===== config.mk =====
export PLATFORM = sky130hd
export DESIGN_NAME = mod_led_seq_flat
export DESIGN_NICKNAME = d
export VERILOG_FILES = /design/src/rtl/mod_led_seq_pkg.sv /design/src/rtl/mod_led_seq_if.sv /design/src/rtl/mod_led_seq_timer.sv /design/src/rtl/mod_led_seq.sv /design/src/flat_wrapper.sv
export SDC_FILE = /design/constraint.sdc
export NUM_CORES = 1
export LEC_CHECK = 0
export ABC_AREA = 0
export CELL_PAD_IN_SITES_DETAIL_PLACEMENT = 0
export CELL_PAD_IN_SITES_GLOBAL_PLACEMENT = 1
export CORE_AREA = 2 2 127 129
export DETAILED_ROUTE_END_ITERATION = 8
export DIE_AREA = 0 0 129 131
export GPL_TIMING_DRIVEN = 1
export PLACE_DENSITY_LB_ADDON = 0.1
export SLEW_MARGIN = 20
export SYNTH_ARGS = -nofsm -noshare
export SYNTH_HDL_FRONTEND = slang
export SYNTH_SLANG_ARGS = --single-unit

===== constraint.sdc =====
create_clock -name clk -period 3.9 [get_ports clk]
set_clock_uncertainty 0.15 [all_clocks]
set_input_delay 0.975 -clock clk [delete_from_list [all_inputs] [get_ports clk]]
set_output_delay 0.975 -clock clk [all_outputs]
set_load 0.01 [all_outputs]

===== src/rtl/mod_led_seq_pkg.sv =====
`default_nettype none
// +----------------------------------------------------------------------------+
// | mod_led_seq_pkg                                                            |
// | Shared mode encodings, register offsets and default timer width.           |
// | Revision: 1.0                                                              |
// +----------------------------------------------------------------------------+
package mod_led_seq_pkg;

    localparam int TW_DEFAULT = 24;

    typedef enum logic [1:0] {
        MODE_STATIC = 2'd0,
        MODE_BLINK  = 2'd1,
        MODE_ROTL   = 2'd2,
        MODE_ROTR   = 2'd3
    } mode_e;

    typedef enum logic [1:0] {
        REG_PATTERN = 2'd0,
        REG_CTRL    = 2'd1,
        REG_PERIOD  = 2'd2,
        REG_STEPS   = 2'd3
    } reg_e;

endpackage
`default_nettype wire


===== src/rtl/mod_led_seq_if.sv =====
`default_nettype none
// +----------------------------------------------------------------------------+
// | mod_led_seq_if                                                             |
// | Instruction/data bus bundle seen by the LED sequencer.                     |
// | Revision: 1.0                                                              |
// +----------------------------------------------------------------------------+
interface mod_led_seq_if;
    logic        ie;
    logic        de;
    logic [31:0] iaddr;
    logic [31:0] daddr;
    logic [1:0]  drw;
    logic [31:0] din;
    logic [31:0] iout;
    logic [31:0] dout;

    modport master (
        output ie, de, iaddr, daddr, drw, din,
        input  iout, dout
    );

    modport slave (
        input  ie, de, iaddr, daddr, drw, din,
        output iout, dout
    );
endinterface
`default_nettype wire


===== src/rtl/mod_led_seq_timer.sv =====
`default_nettype none
// +----------------------------------------------------------------------------+
// | mod_led_seq_timer                                                          |
// | Free-running period counter producing a one-edge tick; period 0 freezes.   |
// | Revision: 1.0                                                              |
// +----------------------------------------------------------------------------+
module mod_led_seq_timer
    import mod_led_seq_pkg::*;
#(
    parameter int TW = TW_DEFAULT
) (
    input  wire          clk,
    input  wire          rst,
    input  wire          clr,
    input  wire [TW-1:0] period,
    output logic         tick
);

    logic [TW-1:0] r_cnt;
    logic          w_last;

    assign w_last = (period != '0) && (r_cnt == period - TW'(1));
    // A clear on the same edge restarts the period, so it must also swallow the tick.
    assign tick   = w_last && !clr && !rst;

    always_ff @(negedge clk) begin
        if (rst || clr || (period == '0) || w_last) begin
            r_cnt <= '0;
        end else begin
            r_cnt <= r_cnt + TW'(1);
        end
    end

endmodule
`default_nettype wire


===== src/rtl/mod_led_seq.sv =====
`default_nettype none
// +----------------------------------------------------------------------------+
// | mod_led_seq                                                                |
// | Bus-programmable LED sequencer: static, blink and rotate modes.            |
// | Revision: 1.0                                                              |
// +----------------------------------------------------------------------------+
module mod_led_seq
    import mod_led_seq_pkg::*;
#(
    parameter int TW = TW_DEFAULT
) (
    input  wire          clk,
    input  wire          rst,
    mod_led_seq_if.slave bus,
    output logic [7:0]   leds
);

    logic [7:0]    r_pattern;
    mode_e         r_mode;
    logic [TW-1:0] r_period;
    logic [15:0]   r_steps;
    logic          r_phase;
    logic [7:0]    r_leds;

    logic          w_wr;
    logic          w_wr_pattern;
    logic          w_wr_ctrl;
    logic          w_wr_period;
    logic          w_tick;
    logic [31:0]   w_dout;
    logic          w_unused;

    assign w_wr         = bus.de && bus.drw[0];
    assign w_wr_pattern = w_wr && (bus.daddr[3:2] == REG_PATTERN);
    assign w_wr_ctrl    = w_wr && (bus.daddr[3:2] == REG_CTRL);
    assign w_wr_period  = w_wr && (bus.daddr[3:2] == REG_PERIOD);

    mod_led_seq_timer #(
        .TW (TW)
    ) u_timer (
        .clk    (clk),
        .rst    (rst),
        .clr    (w_wr_ctrl || w_wr_period),
        .period (r_period),
        .tick   (w_tick)
    );

    always_ff @(negedge clk) begin
        if (rst) begin
            r_pattern <= 8'hFF;
            r_mode    <= MODE_STATIC;
            r_period  <= '0;
            r_steps   <= '0;
            r_phase   <= 1'b0;
            r_leds    <= 8'hFF;
        end else begin
            r_leds <= ((r_mode == MODE_BLINK) && r_phase) ? 8'h00 : r_pattern;

            if (w_tick) begin
                r_steps <= r_steps + 16'd1;
                case (r_mode)
                    MODE_BLINK: r_phase   <= ~r_phase;
                    MODE_ROTL:  r_pattern <= {r_pattern[6:0], r_pattern[7]};
                    MODE_ROTR:  r_pattern <= {r_pattern[0], r_pattern[7:1]};
                    default:    ;
                endcase
            end

            // Placed after the tick update so a colliding bus write wins.
            if (w_wr_pattern) begin
                r_pattern <= bus.din[7:0];
            end
            if (w_wr_ctrl) begin
                r_mode  <= mode_e'(bus.din[1:0]);
                r_phase <= 1'b0;
            end
            if (w_wr_period) begin
                r_period <= bus.din[TW-1:0];
                r_phase  <= 1'b0;
            end
        end
    end

    always_comb begin
        w_dout = 32'h0;
        case (bus.daddr[3:2])
            REG_PATTERN: w_dout = {24'h0, r_pattern};
            REG_CTRL:    w_dout = {30'h0, r_mode};
            REG_PERIOD:  w_dout = 32'(r_period);
            REG_STEPS:   w_dout = {16'h0, r_steps};
            default:     w_dout = 32'h0;
        endcase
    end

    assign bus.dout = w_dout;
    assign bus.iout = 32'h0;
    assign leds     = r_leds;

    assign w_unused = ^{bus.ie, bus.iaddr, bus.daddr[31:4], bus.daddr[1:0],
                        bus.drw[1], bus.din};

endmodule
`default_nettype wire


===== src/flat_wrapper.sv =====
// flat-port wrapper written by rule: the top's interface ports become plain ports
module mod_led_seq_flat import mod_led_seq_pkg::*;
#(
    parameter int TW = TW_DEFAULT
)
  (clk, rst, leds, bus_ie, bus_de, bus_iaddr, bus_daddr, bus_drw, bus_din, bus_iout, bus_dout);
  mod_led_seq_if bus_i ();
  input  wire clk;
  input  wire rst;
  output logic [7:0] leds;
  input wire logic [$bits(bus_i.ie)-1:0] bus_ie;
  input wire logic [$bits(bus_i.de)-1:0] bus_de;
  input wire logic [$bits(bus_i.iaddr)-1:0] bus_iaddr;
  input wire logic [$bits(bus_i.daddr)-1:0] bus_daddr;
  input wire logic [$bits(bus_i.drw)-1:0] bus_drw;
  input wire logic [$bits(bus_i.din)-1:0] bus_din;
  output wire logic [$bits(bus_i.iout)-1:0] bus_iout;
  output wire logic [$bits(bus_i.dout)-1:0] bus_dout;
  assign bus_i.ie = bus_ie;
  assign bus_i.de = bus_de;
  assign bus_i.iaddr = bus_iaddr;
  assign bus_i.daddr = bus_daddr;
  assign bus_i.drw = bus_drw;
  assign bus_i.din = bus_din;
  assign bus_iout = bus_i.iout;
  assign bus_dout = bus_i.dout;
  mod_led_seq #(.TW(TW)) u_core (.clk(clk), .rst(rst), .bus(bus_i), .leds(leds));
endmodule

======== After elaboration in Yosys (flattened, before gate mapping) ========
Cells that the tools add are included.
storage, ports and cells
  bits in registers ....................... 83
  input port bits ......................... 102
  output and inout port bits .............. 72
  logic and storage cells ................. 45
operators by class
  $add $sub $neg .......................... 3
  equal/unequal tests ..................... 7
  muxes and demuxes ....................... 5
  bitwise operators ....................... 1
  reduce and logical (&&, ||, !) cells .... 22
operators by type and width
  kind                     count
  $pmux W32 S4             1
  $add A24 B1 Y24 const B  1
  $eq A24 B24 Y1           1
  $logic_not A24 Y1        1
  $mux W8                  3
  $reduce_bool A24 Y1      1
  $sub A24 B1 Y24 const B  1
  $add A16 B1 Y16 const B  1
  $pmux W8 S2              1
  $eq A2 B2 Y1 const B     4
  $logic_and A1 B1 Y1      8
  $eq A2 B1 Y1 const B     2
  $logic_or A1 B1 Y1       4
  $reduce_and A2 Y1        2
  $reduce_bool A3 Y1       1
  $reduce_or A3 Y1         1
  $logic_not A1 Y1         2
  $logic_not A2 Y1         1
  $reduce_bool A2 Y1       1
  $not A1 Y1               1

======== Logic depth before layout (Yosys ltp) ========
  depth after elaboration ................. 8
  depth in mapped cells ................... 14
  gate-level depth less buffers ........... 10

======== Hierarchy ========
Synthesis repeated with hierarchy kept, for this count alone.
second synthesis, totals
  cell total of the unflattened synthesis .. 635
  area total of the unflattened synthesis .. 5,335.1 um^2
by module, submodules not included
  module             times used  cells each  area an instance (um^2)  seq. area each (um^2)
  mod_led_seq        1           361         3,109.2                  1,181.1
  mod_led_seq_timer  1           274         2,225.9                  480.5

==> impl_metrics.toml <==
[yosys]
synth_commonest_cells = "nand2_1, dfxtp_1, a21oi_1"
synth_ff_type = "dfxtp_1"
yosysWarnings = 0
yosysSeqAreaShare_pct = 33.18
synth.avg_cell_area_um2 = 7.886
netlist_area_mm2 = 0.005007
ys_seq_elements = 83
synth.top_cell.area_share_pct = 33.18
synth_cells = 635
yosysTopAreaCell = "dfxtp_1"
ys_top_cells_by_area = "dfxtp_1, nand2_1, buf_4"
yosysMostFrequentCell = "nand2_1"
yosysUniqueCellTypes = 62
ys_async_sr_fraction_pct = 0
synth-edff-count = 0

[grt]
grt_start_max_net_pins = 39
gr-total-overflow = 0
grt_pass1_vias = 5255
antenna_found_initial = 0
grt_pass1_wl_um = 25850
track_usage_pct = 19.83

[timing]
worstMarginPinSlew_ns = 0.9733
rsz0062_at_grt = "true"
timing.final.hold_violations = 0
layout_setup_ws_ns = -0.5716
slew_headroom_pct = 35.05
finalSetupViolations = 72
drv_slew = 0
finalSetupTns_ns = -16.79

[hold_path]
hold_path.class = "reg -> reg"

[routing]
drtIter0Drc = 306
routed_wl_um = 16720
post_drt_wl_per_cell_um = 15.42
avgViaCountPerCell = 4.917
drtAntennaViolNets = 0
dr.pass1.iters = 4
vias = 5330
drc = 0

[status]
failed_checks = "setup timing"
status = "finished with violations"

[floorplan]
dieArea_mm2 = 0.01690
dieWidth_um = 129
rows = 46
initial_core_util_pct = 32.10
die_y_um = 131
ios = 174
core_mm2 = 0.01560

[final_layout]
final_cell_count_no_fill = 1084
multi_input_area_mm2 = 0.003485
seq_area_mm2 = 0.001704
diodes = 0
layout-drive-gt1-share_pct = 33.64
final_util_pct = 48.24
final_nets = 969
n_fill_cell = 1587
area_growth_pct = 50.25

[setup_path]
cp_data_required_time_ns = 2.77
crit_chain = "mux4_2 > buf_6"
critPathKind = "reg -> out"
path_buf_inv = 1
slowest_delay_ns = 0.51
worstPathMaxFanout = 2
cp_top_family = "multiplexers"
critPathSlowestCell = "mux4_2"
end_kind = "output port"
cp.arrival_ns = 3.35
start_kind = "register"

[placement]
place.gp.congestion = 0.8763
place_inst = 966
post-dp-hpwl_um = 11720
io_buffer_count = 61

[clocking]
cts_root_buffer = "clkbuf_16"
htree_levels = 3
clk_latency_ns = 0.41
cts.path.max_buffers = 2
clk_pin_slew_ns = 0.04
hold_buffers = 0
tritoncts = "done"
cts_buffers = 9
cts.sinks = 83

[power_and_ir_drop]
irDropWorstVdd_mv = 0.2409
cellPowerDensity_mw_per_mm2 = 321.5
p_leak_nw = 3.395

[run]
max_cap_violations = 0
path summary, 6_finish.rpt:
| path | startpoint | slack [ns] | cells after the start | endpoint |
|---|---|---|---|---|
| max reg2reg | u_core.r_period[2] | 0.06 | 9 | u_core.r_steps[10] |
| min | u_core.r_steps[12] | 0.36 | 2 | u_core.r_steps[12] |
| max | u_core.r_steps[0] | -0.57 | 2 | bus_dout[0] |
| min reg2reg | u_core.r_steps[12] | 0.36 | 2 | u_core.r_steps[12] |
through the flow:
step                total power [mW]  area [um2]  worst slack [ns]  hold WS, ns
floorplan                      1.221        5234            -1.049       0.2948
global placement               1.327        6294            -1.400       0.3295
detailed placement             1.328        6294            -1.447       0.3431
CTS                            2.466        7209           -0.5871       0.3500
global route                   2.611        7523           -0.5862       0.3788
finish                         2.419        7523           -0.5716       0.3600
flip-flops by register name, indices dropped and copies added, names as in the netlist:
register,cells
u_core.leds,8
u_core.r_pattern,8
u_core.u_timer.r_cnt,24
u_core.r_steps,16
u_core.r_period,24
u_core.r_phase,1
u_core.r_mode,2
cell type report:
class / instances / area share [%]
well taps: 216 / 3.592
clock inverters: 90 / 4.889
inverters: 7 / 0.3492
repair buffers: 169 / 19.21
flip-flops and latches: 83 / 22.65
clock buffers: 9 / 2.994
multi-input cells: 510 / 46.32
cells in the final DEF, fill, tap and decap left out, types with 4 or more instances in the layout:
master	n
nand2_1	101
inv_1	89
buf_4	89
dfxtp_1	49
a21oi_1	46
conb_1	40
dfxtp_2	34
xor2_1	28
xnor2_1	27
buf_6	25
nand3_1	24
nor2_1	24
buf_2	24
clkdlybuf4s50_1	24
nor2_4	20
and3_1	12
mux2i_1	11
nor2b_1	10
nand4_1	9
o21ai_1	9
a21oi_2	9
clkbuf_16	9
a31oi_1	8
or3_4	8
and2_1	7
o21ai_2	7
and2_4	7
nor4_1	6
a22o_1	6
buf_12	6
nor3_1	5
or3_1	5
nor4_4	4
nand3_2	4
mux2_2	4
ha_1	4
inv_6	4
power by group:
| group | internal (mW) | switching, mW | leakage (nW) | total [mW] |
|---|---|---|---|---|
| sequential | 0.869 | 0.0106 | 0.687 | 0.880 |
| clock | 0.556 | 0.606 | 0.584 | 1.16 |
| combinational | 0.172 | 0.205 | 2.12 | 0.377 |
layer usage:
| metal | up-vias | share of wire (%) | global-route usage (%) |
|---|---|---|---|
| li1 | 2594 | - | - |
| met1 | 2543 | 44 | 23.95 |
| met2 | 160 | 48 | 32.00 |
| met3 | 33 | 5.1 | 6.148 |
| met4 | 0 | 2.5 | 10.04 |
| met5 | - | 0 | 0 |
tightest hold or removal path, cell delays in order, from the launching register on:
cell	delay, ns
dfxtp_2	0.31
buf_4	0.10
mux2i_1	0.05
timing repair:
action                     CTS  global route
setup endpoints to repair  107            88
gates resized for setup    243            93
gates cloned                 5             0
setup buffers               15             8
pin swaps                   36            35
logic make-up after synthesis:
logic type	Yosys count	share of synthesized area (%)
compound gates	113	13.69
xor+xnor	56	9.795
fa+ha+maj	4	0.9995
buf+inv	81	9.570
flops	83	33.18
mux	20	4.622
other cells	1	0.07489
simple gates	277	28.06
Power figures use the tool's default switching activity.
